===== src/rtl/mmu_tlb_miss_sched.sv =====
// mmu_tlb_miss_sched: serialises L1 ITLB/DTLB misses onto the shared-TLB lookup
// port and the page-table walker, refilling the shared TLB from good walks and
// returning the PTE to the L1 TLB that missed. One miss is in flight at a time.
// Optional build macro MMU_SCHED_PERF_EN adds hit/walk performance counters.
module mmu_tlb_miss_sched #(
    parameter int VPN_W      = 27,
    parameter int ASID_W     = 16,
    parameter int PTE_W      = 64,
    parameter int STARVE_MAX = 4
) (
    input  logic              clk_i,
    input  logic              rst_i,
    input  logic              flush_i,
    input  logic [ASID_W-1:0] asid_i,
    input  logic              itlb_req_i,
    input  logic [VPN_W-1:0]  itlb_vpn_i,
    output logic              itlb_gnt_o,
    output logic              itlb_rsp_o,
    input  logic              dtlb_req_i,
    input  logic [VPN_W-1:0]  dtlb_vpn_i,
    output logic              dtlb_gnt_o,
    output logic              dtlb_rsp_o,
    output logic [PTE_W-1:0]  rsp_pte_o,
    output logic              rsp_err_o,
    output logic              stlb_lookup_o,
    output logic [VPN_W-1:0]  stlb_vpn_o,
    output logic [ASID_W-1:0] stlb_asid_o,
    input  logic              stlb_hit_i,
    input  logic [PTE_W-1:0]  stlb_pte_i,
    output logic              stlb_fill_o,
    output logic              ptw_req_o,
    output logic              ptw_is_instr_o,
    output logic [VPN_W-1:0]  ptw_vpn_o,
    input  logic              ptw_done_i,
    input  logic              ptw_err_i,
`ifdef MMU_SCHED_PERF_EN
    input  logic [PTE_W-1:0]  ptw_pte_i,
    output logic [31:0]       perf_hit_cnt_o,
    output logic [31:0]       perf_walk_cnt_o
`else
    input  logic [PTE_W-1:0]  ptw_pte_i
`endif
);

    typedef enum logic [2:0] {
        S_IDLE,
        S_LOOKUP,
        S_WALK,
        S_RESP,
        S_DRAIN
    } state_e;

    state_e            state_q, state_d;
    logic [3:0]        starve_q, starve_d;
    logic [VPN_W-1:0]  vpn_q, vpn_d;
    logic [ASID_W-1:0] asid_q, asid_d;
    logic              src_q, src_d;      // 1 = miss belongs to the ITLB
    logic [PTE_W-1:0]  pte_q, pte_d;
    logic              err_q, err_d;
    logic              pick_itlb;

    // ITLB wins when it is alone or when it has been passed over STARVE_MAX times
    assign pick_itlb = itlb_req_i && (!dtlb_req_i || (starve_q == 4'(STARVE_MAX)));

    // State register and miss context, cleared by synchronous reset
    always_ff @(posedge clk_i) begin
        if (rst_i) begin
            state_q  <= S_IDLE;
            starve_q <= '0;
            vpn_q    <= '0;
            asid_q   <= '0;
            src_q    <= 1'b0;
            pte_q    <= '0;
            err_q    <= 1'b0;
        end else begin
            state_q  <= state_d;
            starve_q <= starve_d;
            vpn_q    <= vpn_d;
            asid_q   <= asid_d;
            src_q    <= src_d;
            pte_q    <= pte_d;
            err_q    <= err_d;
        end
    end

    // Next-state, arbitration and all outputs; grants are combinational in IDLE
    always_comb begin
        state_d        = state_q;
        starve_d       = starve_q;
        vpn_d          = vpn_q;
        asid_d         = asid_q;
        src_d          = src_q;
        pte_d          = pte_q;
        err_d          = err_q;
        itlb_gnt_o     = 1'b0;
        dtlb_gnt_o     = 1'b0;
        itlb_rsp_o     = 1'b0;
        dtlb_rsp_o     = 1'b0;
        rsp_pte_o      = '0;
        rsp_err_o      = 1'b0;
        stlb_lookup_o  = 1'b0;
        stlb_vpn_o     = '0;
        stlb_asid_o    = '0;
        stlb_fill_o    = 1'b0;
        ptw_req_o      = 1'b0;
        ptw_is_instr_o = 1'b0;
        ptw_vpn_o      = '0;

        case (state_q)
            S_IDLE: begin
                if (!rst_i && !flush_i && (itlb_req_i || dtlb_req_i)) begin
                    stlb_lookup_o = 1'b1;
                    stlb_asid_o   = asid_i;
                    asid_d        = asid_i;
                    src_d         = pick_itlb;
                    state_d       = S_LOOKUP;
                    if (pick_itlb) begin
                        itlb_gnt_o = 1'b1;
                        stlb_vpn_o = itlb_vpn_i;
                        vpn_d      = itlb_vpn_i;
                        starve_d   = '0;
                    end else begin
                        dtlb_gnt_o = 1'b1;
                        stlb_vpn_o = dtlb_vpn_i;
                        vpn_d      = dtlb_vpn_i;
                        if (itlb_req_i && (starve_q != 4'hF)) begin
                            starve_d = starve_q + 4'd1;
                        end
                    end
                end
            end
            S_LOOKUP: begin
                stlb_vpn_o  = vpn_q;
                stlb_asid_o = asid_q;
                if (flush_i) begin
                    state_d = S_IDLE;
                end else if (stlb_hit_i) begin
                    pte_d   = stlb_pte_i;
                    err_d   = 1'b0;
                    state_d = S_RESP;
                end else begin
                    state_d = S_WALK;
                end
            end
            S_WALK: begin
                ptw_req_o      = 1'b1;
                ptw_is_instr_o = src_q;
                ptw_vpn_o      = vpn_q;
                stlb_vpn_o     = vpn_q;
                stlb_asid_o    = asid_q;
                if (flush_i) begin
                    state_d = ptw_done_i ? S_IDLE : S_DRAIN;
                end else if (ptw_done_i) begin
                    pte_d       = ptw_pte_i;
                    err_d       = ptw_err_i;
                    stlb_fill_o = !ptw_err_i;
                    state_d     = S_RESP;
                end
            end
            S_RESP: begin
                stlb_vpn_o  = vpn_q;
                stlb_asid_o = asid_q;
                if (!flush_i) begin
                    itlb_rsp_o = src_q;
                    dtlb_rsp_o = !src_q;
                    rsp_pte_o  = pte_q;
                    rsp_err_o  = err_q;
                end
                state_d = S_IDLE;
            end
            S_DRAIN: begin
                stlb_vpn_o  = vpn_q;
                stlb_asid_o = asid_q;
                if (ptw_done_i) begin
                    state_d = S_IDLE;
                end
            end
            default: begin
                state_d = S_IDLE;
            end
        endcase
    end

`ifdef MMU_SCHED_PERF_EN
    logic [31:0] perf_hit_q, perf_walk_q;

    // Free-running hit and walk-entry counters; only reset clears them
    always_ff @(posedge clk_i) begin
        if (rst_i) begin
            perf_hit_q  <= '0;
            perf_walk_q <= '0;
        end else begin
            if (state_q == S_LOOKUP && stlb_hit_i) begin
                perf_hit_q <= perf_hit_q + 32'd1;
            end
            if (state_q == S_LOOKUP && state_d == S_WALK) begin
                perf_walk_q <= perf_walk_q + 32'd1;
            end
        end
    end

    assign perf_hit_cnt_o  = perf_hit_q;
    assign perf_walk_cnt_o = perf_walk_q;
`endif

endmodule


===== config.mk =====
export PLATFORM = sky130hd
export DESIGN_NAME = mmu_tlb_miss_sched
export DESIGN_NICKNAME = d
export VERILOG_FILES = /design/src/rtl/mmu_tlb_miss_sched.sv
export SDC_FILE = /design/constraint.sdc
export NUM_CORES = 1
export LEC_CHECK = 0
export BUFFER_PORTS_ARGS = -buffer_cell sky130_fd_sc_hd__buf_2
export CAP_MARGIN = 10
export CORE_AREA = 2 2 137 139
export DETAILED_ROUTE_END_ITERATION = 16
export DIE_AREA = 0 0 139 141
export GPL_TIMING_DRIVEN = 0
export PLACE_DENSITY = 0.67
export SLEW_MARGIN = 20
export SYNTH_ARGS = -nofsm -noshare
export SYNTH_HDL_FRONTEND = slang
export SYNTH_SLANG_ARGS = --single-unit

===== constraint.sdc =====
create_clock -name clk_i -period 2.8 [get_ports clk_i]
set_input_delay 0.14 -clock clk_i [delete_from_list [all_inputs] [get_ports clk_i]]
set_output_delay 0.14 -clock clk_i [all_outputs]
set_load 0.005 [all_outputs]

==> After elaboration in Yosys (flattened, before gate mapping) <==
Cells that the tools add are included.
{ "word_totals": {"register_bits": 116, "inputBits": 206, "out_inout_bits": 143, "word_cells": 87} }
{ "classes": {"add_sub_neg": 1, "eq_ne": 13, "mux": 47, "n_reduce_logical": 19} }
{ "ops": {"columns": ["operator", "count"], "rows": [
  ["64-bit 2-to-1 mux", 6],
  ["64-bit one-hot mux with 2 select lines", 1],
  ["27-bit 2-to-1 mux", 3],
  ["27-bit one-hot mux with 2 select lines", 1],
  ["16-bit one-hot mux with 2 select lines", 1],
  ["1-bit 2-to-1 mux", 24],
  ["16-bit 2-to-1 mux", 1],
  ["3-bit 2-to-1 mux", 5],
  ["2-bit inequality test, second input constant", 6],
  ["3-bit one-hot mux with 4 select lines", 1],
  ["4-bit 2-to-1 mux", 2],
  ["3-bit by 2-bit equality test with 1-bit output, second input constant", 2],
  ["3-bit AND reduction", 2],
  ["1-bit logical NOT", 5],
  ["5-bit AND reduction", 1],
  ["4-bit by 1-bit adder with 4-bit output, second input constant", 1],
  ["4-bit by 3-bit equality test with 1-bit output, second input constant", 1],
  ["1-bit logical AND", 4],
  ["4-bit inequality test, second input constant", 1],
  ["2-bit nonzero test", 2],
  ["4-bit OR reduction", 1],
  ["3-bit by 1-bit equality test with 1-bit output, second input constant", 1],
  ["3-bit equality test, second input constant", 1],
  ["3-bit logical NOT", 1],
  ["5 further kinds", 6]
]} }

==> Logic depth before layout (Yosys ltp) <==
{ "depth": {"depth_word": 6, "mapped_depth": 9, "depth_no_buf": 6} }

==> Worst setup path before layout <==
No wires, ideal clock.
{ "synth_timing": {"path_kind": "register -> output", "startpoint": "register starve_q[0]", "endpoint": "output stlb_vpn_o[14]", "arrival_ns": 1.568, "required_time_ns": 2.660, "slack_ns": 1.092, "stages_incl_launch_ff": 8, "path_buffers": 1, "path_cell_list": "dfxtp_1 -> inv_1 -> ha_1 -> and3b_1 -> o21ai_2 -> clkbuf_1 -> and3_1 -> a221o_1"} }
{ "synth_via": {"elab_chain_cells": 6} }
{ "synth_rtl": {"columns": ["item", "line_no", "text"], "rows": [
  ["from (decl)", "54", "logic [3:0] starve_q, starve_d;"],
  ["from (signal assigned)", "77", "starve_q <= starve_d;"],
  ["4-bit by 3-bit equality test with 1-bit output", "63", "assign pick_itlb = itlb_req_i && (!dtlb_req_i || (starve_q == 4'(STARVE_MAX)));"],
  ["1-bit logical OR", "63", null],
  ["1-bit logical AND", "63", null],
  ["27-bit 2-to-1 mux", "117", "if (pick_itlb) begin"],
  ["27-bit 2-to-1 mux", "111", "if (!rst_i && !flush_i && (itlb_req_i || dtlb_req_i)) begin"],
  ["27-bit one-hot mux with 2 select lines", "109", "case (state_q)"],
  ["to (decl)", "26", "output logic [VPN_W-1:0] stlb_vpn_o,"]
]} }
Every way passes these cells.

==> Worst setup path in the final report <==
{ "layout_timing": {"startpoint": "register starve_q[0]", "endpoint": "output stlb_vpn_o[26]"} }
The elaborated chain is that of the path after synthesis.

==> summary.txt <==
Status
  • Outcome: finished clean

Global route
  • Initial antenna violation count: 1
  • Number of global-route vias before repair: ~6500
  • Gr usage total: 22.0%
  • Largest net degree at the start of global routing: 17
  • Global route overflow: 0
  • First-pass GRT wire length: roughly 34 mm

Setup path
  • Critical path type: reg2out
  • Crit path required time: 2660 ps
  • Startpoint types: flop
  • Reg2reg end: vpn_q[11]
  • Largest fanout on the critical path: 10
  • FF-to-FF Start: starve_q[0]
  • Worst setup EP type: output pin
  • Crit path capture: stlb_vpn_o[26]
  • Crit path from: starve_q[0]
  • Critical Path AT: 2480 ps
  • Reg2Reg Depth: 7
  • R2R Setup Slk: 760 ps

Floorplan
  • Chip width: 139 um
  • IO Pins: 349
  • Die height: 141 um
  • Core Region: 18300 um^2
  • Starting Density: between 30% and 40%
  • # rows: 50
  • Die area: 19600 um^2

STA
  • Final period utilization: around 94%
  • Setup Total Neg Slack: 0 ps
  • Final setup vio count: 0
  • RSZ-0062 raised after global routing: no
  • Final hold violation count: 0
  • Final Max Slew Viols: 0
  • Clock Skew: 7.18 ps
  • Least-Margin Pin Slew: 627 ps
  • Min cycle time layout: 2620 ps
  • Relative slew slack: around 58%
  • Max Clk Rate: 0.382 GHz

Job
  • Max cap viols: 0

Detailed routing
  • Routed len/inst: around 17 um
  • Via density: 4.96
  • DRT Pass-1 Iters: 5
  • Initial DRC Count: 305
  • Total Wirelength: between 20 and 25 mm
  • DRC violations left: 0
  • Final ANT Viol Nets: 0
  • Vias: 6655

Synth
  • Seq/Total Area, Yosys: approximately 38%
  • Async S/R FF share, synth: 0%
  • Dominant cell by count in the synthesized netlist: dfxtp_1
  • Post-synth EDFFs: 0
  • Largest area contributor in the netlist: dfxtp_1
  • Synth warn: 0
  • Synthesized net count: 893
  • Synth area leaders: dfxtp_1 38%, mux2i_1 11%, and2_1 9.9%
  • Post-Syn Instances: 685
  • Synth unique cells: 37
  • Area share of the largest cell type after synthesis: between 30% and 40%
  • Main flop type after synthesis: dfxtp_1
  • Flops & latches, synth: 116
  • Mean Syn Cell Area: 8.81 um^2
  • Synth cell count leaders: 116 x dfxtp_1, 95 x and2_1, 70 x nor2_1
  • Synth Cell Area: 6030 um^2

Layout
  • Share of cells above drive strength 1: 38.0%
  • Layout net count: 1303
  • Area Overhead vs Synth: 51.3%
  • Multi-input combinational cell area: 3360 um^2
  • Fill cell count: 1786
  • Register Area: roughly 2300 um^2

Placed design
  • Placer congestion estimate: 0.882
  • Number of buffers inserted by port buffering: approximately 350
  • DP Wirelength: between 15 and 20 mm

Min path
  • Worst min path class: in2reg
  • Min-delay src: stlb_hit_i

Power and ir drop
  • Max IR drop VDD: between 0.0003 and 0.0004 V
  • Leak Pwr: 4.35 nW
  • Power Density: roughly 500 nW/um^2
  • Total power: 4.64 mW

Clock network
  • H-tree Lvls: 4
  • TritonCTS clock tree: built
  • Worst-Skew Late Latency: 410 ps
  • Worst-path clk slew: 50 ps
  • Sink Count: 116
  • Clk root buf: clkbuf_16
  • Max clock buf depth: 2
  • CTS buffer count: 17
[worst min path at each step]
stage / end / cells after the start
after global routing: pte_q[11] / 3
after floorplan: state_q[2] / 1
after detailed placement: vpn_q[24] / 2
final: state_q[0] / 3
after global placement: vpn_q[6] / 2
after CTS: vpn_q[7] / 2
[worst max-delay path, stage by stage, from the launching register on]
cell	delay [ps]
dfxtp_1	380
inv_1	80
ha_1	190
and3b_1	180
o21ai_2	350
buf_1	360
and3_1	230
a221o_1	170
buf_2	130
[layout make-up]
type	instances	area share, %
multi-input combinational	501	36.8
sequential	116	25.4
timing repair buffer	391	23.8
clock buffer	20	5.00
buffer	64	3.76
tap	234	3.21
clock inverter	10	1.71
inverter	4	0.164
antenna	1	0.0274
[per-layer routing]
layer	vias to the layer above	GRT usage, %	routed length (um)	share of wire, %
met5	-	0	0	0
met4	0	7.76	601	2.7
met3	42	7.20	1770	8.0
met2	321	39.3	11000	50
met1	3005	24.5	8800	40
li1	3287	-	-	-
[stage by stage]
step | util [%] | std cells | hold WS, ps | instance area [um^2] | setup WS, ps
after global routing | 50.0 | 1340 | 65.4 | 9130 | 1.39
after global placement | 44.1 | 1266 | 385 | 8060 | 492
after CTS | 49.8 | 1339 | 2.99 | 9110 | 71.9
after detailed placement | 44.1 | 1266 | 386 | 8060 | 531
final | 50.0 | 1341 | 63.7 | 9130 | 179
after floorplan | - | 685 | 216 | 6030 | 1090
[sequential cells by signal (all words and copies together) (netlist names)]
signal / count
asid_q: 16
err_q: 1
pte_q: 64
src_q: 1
starve_q: 4
state_q: 3
vpn_q: 27
[logic make-up after synthesis]
kind of cell	after synthesis	synth area share, %
flops	116	38.5
buf+inv	68	5.89
mux	65	10.8
compound gates	143	19.2
simple gates	288	24.7
fa+ha+maj	2	0.415
xor+xnor	3	0.436
[timing repair]
| item | in CTS | in global routing |
|---|---|---|
| endpoints found under the setup margin | 0 | 14 |
| hold endpoints to repair | 43 | 1 |
| hold buffers | 43 | 1 |
| gates resized for setup | 0 | 6 |
| setup buffers | 0 | 0 |
[where the power goes]
| group | leakage [nW] | switching [mW] | internal, mW |
|---|---|---|---|
| Sequential | 0.943 | 0.0411 | 1.73 |
| Combinational | 3.11 | 0.289 | 0.311 |
| Clock | 0.301 | 0.752 | 1.52 |
| Total | 4.35 | 1.08 | 3.56 |
[cell usage in the layout, fill, tap and decap left out, types with 8 or more instances in the layout]
cell           instances
clkbuf_16             17
clkbuf_1              30
dfxtp_1              116
mux2i_1               64
and2_1                95
a21oi_1               21
and3_1                30
buf_2                367
dlygate4sd3_1         44
nand2_1               69
nor2_1                70
buf_6                  8
a221o_1               54
a211oi_1              64
No activity file was read; power rests on OpenSTA's default activity.
